File: src/rtl/classifier_pkg.sv
// classifier_pkg: shared read-side FSM encoding and log2 helper for the frame sequencer
package classifier_pkg;
  typedef enum logic [1:0] {IDLE, ARMED, RUN} seq_state_e;
  function automatic int log2c(input int v);
    int r = 0;
    while ((1 << r) < v) r++;
    return r;
  endfunction
endpackage

File: src/rtl/classifier_result_fifo.sv
// classifier_result_fifo: first-word-fall-through result FIFO
// Ports: clk, reset_n (async active-low); push/wdata write side; pop/rdata FWFT head; full/empty flags.
// A push on a full FIFO still succeeds when a pop happens on the same edge.
module classifier_result_fifo import classifier_pkg::*; #(
  parameter int WIDTH = 8,
  parameter int DEPTH = 4
) (
  input  logic             clk,
  input  logic             reset_n,
  input  logic             push,
  input  logic [WIDTH-1:0] wdata,
  input  logic             pop,
  output logic [WIDTH-1:0] rdata,
  output logic             full,
  output logic             empty
);
  localparam int AW = log2c(DEPTH);
  logic [WIDTH-1:0] mem_q [DEPTH];
  logic [AW:0] wp_q, rp_q;
  logic do_push, do_pop;
  assign empty = wp_q == rp_q;
  assign full = (wp_q[AW] != rp_q[AW]) && (wp_q[AW-1:0] == rp_q[AW-1:0]);
  assign do_pop = pop & ~empty;
  assign do_push = push & (~full | do_pop);
  // head reads as zero while empty so nothing stale is visible after reset
  assign rdata = empty ? '0 : mem_q[rp_q[AW-1:0]];
  always_ff @(posedge clk or negedge reset_n) begin
    if (!reset_n) begin
      wp_q <= '0;
      rp_q <= '0;
    end else begin
      wp_q <= wp_q + (AW+1)'(do_push);
      rp_q <= rp_q + (AW+1)'(do_pop);
    end
  end
  always_ff @(posedge clk) begin
    if (do_push) mem_q[wp_q[AW-1:0]] <= wdata;
  end
endmodule

File: src/rtl/classifier_frame_sequencer.sv
// classifier_frame_sequencer: multi-bank frame handoff between a frame writer and a classifier
// Ports: clk, reset_n (async active-low); writer side eof/wr_bank/wr_full; frame RAM read port
// ram_rd_*; classifier side cls_* (flag register, RAM window, result input, start);
// result side result/result_bank/result_valid/result_ready (FWFT); drop_count of rejected frames.
module classifier_frame_sequencer import classifier_pkg::*; #(
  parameter int DATA_W = 16,
  parameter int ADDR_W = 10,
  parameter int RESULT_W = 4,
  parameter int NUM_BANKS = 2,
  parameter int RES_DEPTH = 4,
  localparam int BANK_W = log2c(NUM_BANKS)
) (
  input  logic                     clk,
  input  logic                     reset_n,
  input  logic                     eof,
  output logic [BANK_W-1:0]        wr_bank,
  output logic                     wr_full,
  output logic                     ram_rd_en,
  output logic [BANK_W+ADDR_W-1:0] ram_rd_addr,
  input  logic [DATA_W-1:0]        ram_rd_data,
  input  logic                     cls_flag_we,
  input  logic [7:0]               cls_flag_wdata,
  output logic [7:0]               cls_flag_rdata,
  input  logic                     cls_rd_en,
  input  logic [ADDR_W-1:0]        cls_address,
  output logic [DATA_W-1:0]        cls_rd_data,
  input  logic [RESULT_W-1:0]      cls_out_data,
  input  logic                     cls_out_valid,
  output logic                     cls_out_ready,
  output logic [RESULT_W-1:0]      result,
  output logic [BANK_W-1:0]        result_bank,
  output logic                     result_valid,
  input  logic                     result_ready,
  output logic [15:0]              drop_count,
  output logic                     cls_start
);
  localparam int CNT_W = BANK_W + 1;
  seq_state_e state_q;
  logic [BANK_W-1:0] wr_ptr_q, wr_ptr_d, rd_ptr_q, rd_ptr_d;
  logic [CNT_W-1:0] count_q, count_d;
  logic [15:0] drop_q, drop_d;
  logic [1:0] sync_q;
  logic valid_q, accept, rel, fifo_full, fifo_empty;
  logic [BANK_W+RESULT_W-1:0] head;
  logic unused_flag_bits;
  assign unused_flag_bits = ^cls_flag_wdata[7:1];
  assign wr_full = count_q == CNT_W'(NUM_BANKS);
  assign accept = eof & ~wr_full;
  assign rel = (state_q == RUN) & cls_out_valid & cls_out_ready;
  assign wr_ptr_d = wr_ptr_q + BANK_W'(accept);
  assign rd_ptr_d = rd_ptr_q + BANK_W'(rel);
  assign count_d = count_q + CNT_W'(accept) - CNT_W'(rel);
  assign drop_d = (eof & wr_full & ~&drop_q) ? drop_q + 16'd1 : drop_q;
  assign wr_bank = wr_ptr_q;
  assign drop_count = drop_q;
  assign cls_start = sync_q[1];
  assign cls_flag_rdata = {7'b0, valid_q};
  assign ram_rd_en = cls_rd_en;
  assign ram_rd_addr = {rd_ptr_q, cls_address};
  assign cls_rd_data = ram_rd_data;
  assign cls_out_ready = ~fifo_full;
  assign result_valid = ~fifo_empty;
  assign result = head[RESULT_W-1:0];
  assign result_bank = head[RESULT_W +: BANK_W];
  always_ff @(posedge clk or negedge reset_n) begin
    if (!reset_n) begin
      wr_ptr_q <= '0;
      rd_ptr_q <= '0;
      count_q <= '0;
      drop_q <= '0;
      sync_q <= '0;
    end else begin
      wr_ptr_q <= wr_ptr_d;
      rd_ptr_q <= rd_ptr_d;
      count_q <= count_d;
      drop_q <= drop_d;
      sync_q <= {sync_q[0], 1'b1};
    end
  end
  // valid_q is the classifier-visible input_valid flag; it is raised on arming and
  // only a write of 0 moves ARMED on to RUN
  always_ff @(posedge clk or negedge reset_n) begin
    if (!reset_n) begin
      state_q <= IDLE;
      valid_q <= 1'b0;
    end else begin
      case (state_q)
        IDLE:
          if (count_q != '0 || accept) begin
            state_q <= ARMED;
            valid_q <= 1'b1;
          end else if (cls_flag_we) valid_q <= cls_flag_wdata[0];
        ARMED:
          if (cls_flag_we && !cls_flag_wdata[0]) begin
            state_q <= RUN;
            valid_q <= 1'b0;
          end
        RUN: begin
          if (cls_flag_we) valid_q <= cls_flag_wdata[0];
          if (rel) state_q <= IDLE;
        end
        default: state_q <= IDLE;
      endcase
    end
  end
  classifier_result_fifo #(.WIDTH(BANK_W + RESULT_W), .DEPTH(RES_DEPTH)) u_fifo (
    .clk(clk),
    .reset_n(reset_n),
    .push(rel),
    .wdata({rd_ptr_q, cls_out_data}),
    .pop(result_ready),
    .rdata(head),
    .full(fifo_full),
    .empty(fifo_empty)
  );
endmodule

File: config.mk
export PLATFORM = sky130hd
export DESIGN_NAME = classifier_frame_sequencer
export DESIGN_NICKNAME = d
export VERILOG_FILES = /design/src/rtl/classifier_pkg.sv /design/src/rtl/classifier_result_fifo.sv /design/src/rtl/classifier_frame_sequencer.sv
export SDC_FILE = /design/constraint.sdc
export NUM_CORES = 1
export LEC_CHECK = 0
export ABC_AREA = 1
export CORE_ASPECT_RATIO = 0.7
export CORE_MARGIN = 3
export CORE_UTILIZATION = 40
export DETAILED_ROUTE_END_ITERATION = 7
export MAX_ROUTING_LAYER = met4
export PLACE_DENSITY = 0.86
export SETUP_SLACK_MARGIN = 0.4
export SKIP_CTS_REPAIR_TIMING = 1
export SYNTH_ARGS = -nofsm -noshare
export SYNTH_HDL_FRONTEND = slang
export SYNTH_SLANG_ARGS = --single-unit
export TNS_END_PERCENT = 10
File: constraint.sdc
create_clock -name clk -period 1.8 [get_ports clk]
set_input_delay 0.36 -clock clk [delete_from_list [all_inputs] [get_ports clk]]
set_output_delay 0.36 -clock clk [all_outputs]
set_load 0.05 [all_outputs]
==> results of run 1 <==
how the worst max path moves through the flow:
stage | to | cells after the start
floorplan | u_fifo.rp_q[2] | 9
global placement | count_q[1] | 10
detailed placement | count_q[1] | 7
CTS | result_valid | 6
global route | result[3] | 8
finish | result_valid | 7
registers in the layout, summed over array words and instances, names as in the netlist:
| signal | flops |
|---|---|
| u_fifo.mem_q | 20 |
| drop_count | 16 |
| u_fifo.rp_q | 3 |
| u_fifo.wp_q | 3 |
| count_q | 2 |
| state_q | 2 |
| sync_q | 2 |
| rd_ptr_q | 1 |
| valid_q | 1 |
| wr_bank | 1 |
kinds of logic (layout without fill, tap and decap cells):
logic type	count (synthesis)	after routing
and+or+nand+nor	138	138
buffers and inverters	73	101
xor gates and xnor gates	16	16
other	2	8
adders and majority gates	12	12
AOI/OAI and AO/OA	24	24
DFF	51	51
metal layers:
| metal | part of all wire (%) | vias up | routed length, um |
|---|---|---|---|
| li1 | - | 1017 | - |
| met1 | 44 | 1007 | 2530 |
| met2 | 48 | 53 | 2790 |
| met3 | 4.8 | 26 | 278 |
| met4 | 2.8 | 0 | 159 |
| met5 | 0 | - | 0 |
worst max-delay path: cells and delay by family, from the launching register on:
kind	cells	cell delay (ns)
DFF	1	0.47
buffers and inverters	4	0.50
and+or+nand+nor	3	0.23
power by group through the flow:
stage          Sequential, uW  Combinational, uW  Clock (uW)
2_1_floorplan            1850               1740           0
3_3_place_gp             1680               2820           0
3_5_place_dp             1700               2930           0
4_1_cts                  1680               2940         833
5_1_grt                  1770               3660         899
6_report                 1730               3370         808
through the flow:
stage | cell area [um^2] | cells | TNS, ns | setup slack (ns) | hold WS, ns
after detailed placement | 3250 | 432 | -0.108 | -0.0975 | 0.345
after floorplan | 2890 | 322 | -2.13 | -0.287 | 0.0644
final | 3650 | 444 | -0.323 | -0.0677 | 0.363
after CTS | 3370 | 440 | -1.46 | -0.254 | 0.366
after global placement | 3250 | 432 | -0.0527 | -0.0527 | 0.331
after global routing | 3650 | 444 | -0.923 | -0.142 | 0.376
layout make-up:
cell class	instances	share of cell area (%)
Clock buffer	5	1.89
Clock inverter	3	1.27
Inverter	33	3.53
Multi-Input combinational cell	198	35.4
Sequential cell	51	38.2
Tap cell	94	3.23
Timing Repair Buffer	60	16.5
cells in the final DEF, fill, tap and decap left out, types with 3 or more instances in the layout:
cell type and instances:
ha_4 3, inv_1 20, xor2_1 4, dfrtp_2 13, o22ai_2 5, buf_12 8, nand2_2 23, o21ai_1 6
nor2_2 9, conb_1 8, nand4_1 3, ha_1 8, clkdlybuf4s50_1 9, edfxtp_1 20, clkbuf_8 5, nand3_1 9
o21ai_2 7, nor2_1 16, xnor2_1 12, dfrtp_1 18, inv_2 11, buf_4 36, nand2_1 64, buf_6 6
==> results_dict.tcl, run 1 <==
set metrics [dict create \
    startpoint "u_fifo.rp_q[0]" \
    synth_area_leader_cell "dfrtp_1" \
    clkPwrFrac_pct 13.7 \
    setup_viol_count_final 7 \
    cts_sinks 51 \
    total_nets_final 406 \
    clk_latency_ns 0.31 \
    avgViaCountPerCell 4.74 \
    cp_capture_type "output port" \
    initialDrtViolationCount 62 \
    pin_count_of_the_biggest_net_entering_global_routing 32 \
    fin_ws_ns -0.0677 \
    intPower_uw 3320 \
    numPortBuffers 38 \
    yosys-mux-area-fraction_pct 0 \
    critPathArrivalTime_ns 1.51 \
    routed_wl_mm 5.76 \
    hold_path.class "reg -> reg" \
    pwr_density_cell_nw_per_um2 1620 \
    synth_top_area_share_pct 27.1 \
    min_from "sync_q[0]" \
    die_height_um 76.7 \
    clk_transition_reported_paths_ns 0.10 \
    failing_checks "negative setup slack" \
    reg2regPathDepth 11 \
    critical_path.startpoint_type "register" \
    multiInputGateArea_um2 1290 \
    post-dp-hpwl_mm 4.20 \
    crit_path_top_delay_cell "dfrtp_2" \
    crit_path_cell_trace "inv_4 -> nand2_2 -> nand2_2 -> nand4_1 -> buf_6 -> buf_6 -> buf_12" \
    floorplan.initialDensity_pct 41.7 \
    clock-root-buffer "clkbuf_8" \
    synth_sequential_area_ratio_pct 48.1 \
    syn_avg_cell_area_um2 9.05 \
    synth_enable_flop_cells 20 \
    final_critical_period_ns 1.87 \
    min_path_cells 0 \
    hold_violations 0 \
    antenna_found_initial 0 \
    floorplan.rows 25 \
    chip_width_um 107 \
    synth_simple_gate_area_share_pct 21.8 \
    timing_worst_setup_path_type "reg -> out" \
    async_reset_ff_share_pct 60.8 \
    drive_above_1_share_pct 41.4 \
    hold-path-endpoint "sync_q[1]" \
    synth_xor_xnor_area_share_pct 4.90 \
    grt_first_pass_wirelength_mm 9.20 \
    seq_power_share_pct 29.3 \
    groute.layer.met3.usage_pct 3.70 \
    cts_tree "yes" \
    worst-endpoint-required_ns 1.44 \
    synthAdderAreaFrac_pct 5.25 \
    number_of_warning_messages_in_the_yosys_log 0 \
    largest_family_of_logic_cells_by_synthesized_area "simple AND/OR/NAND/NOR gates" \
    area_growth_syn_to_layout_pct 27.5 \
    use_met2_pct 23.2 \
    regArea_um2 1390 \
    power.share.combinational_pct 57.1 \
    p_sw_uw 2590 \
    filler_cell_count 579 \
    synth_seq_cells 51 \
    globalRouteMet1Util_pct 17.1 \
    globalplace.congestion 0.843 \
    cts-buffers-inserted 5 \
    antenna-diode-count 0 \
    cts_htree_levels 2 \
    global_route.peak_usage_layer "met2" \
    netlist_instances 316 \
    total_leakage_power_uw 0.00162 \
    antenna_violating_nets_post_route 0 \
    rr_endpoint "count_q[1]" \
    syn-cell-area_um2 2860 \
    post-synth-top-count-cell "nand2_1" \
    grt_pass1_vias 1998 \
    post_route_total_power_uw 5910 \
    critPathMaxFanout 7 \
    power.switching_fraction_pct 43.8 \
    grtUsageTotal_pct 14.4 \
    finalCoreUtilization_pct 53.2 \
    synth_ff_type "dfrtp_1" \
    synth_top_cells_by_count "nand2_1 (85), buf_4 (36), dfrtp_1 (31)" \
    num_io_pins 107 \
    ir_worst_vdd_uv 1180 \
    critical_path.max_stage_delay_ns 0.47 \
    max_clock_freq_mhz 535 \
    unrepaired_setup_endpoints_after_global_routing "true" \
    synth_area_leaders "dfrtp_1 (27%), edfxtp_1 (21%), nand2_1 (11%)" \
    skew_final_ns 0.0129 \
    reg2reg_from "u_fifo.rp_q[0]" \
    result_of_the_run "finished, violations left" \
    synth-compound-area-share_pct 4.81 \
    routed_wire_length_per_instance_um 13.0 \
    core-area_um2 6850 \
    crit_share_post_route_pct 104 \
    r2r_setup_slack_ns 0 \
    drc_errors 0 \
    clockBufferDepth 2 \
    drv_cap 0 \
    first_pass_iters 4 \
    timing.final.max_slew_violations 0 \
    grt_overflow_total 0 \
    ys_types 30 \
    floorplan.die_area_um2 8210 \
    vias 2103 \
]
Note: power is estimated with default switching activity, not from simulation.
==> inputs of run 2 (changes only) <==
Settings changed: CTS_CLUSTER_DIAMETER set to 200.
==> results of run 2 <==
The final DEF is identical to that of run 1; final timing and power are the same.
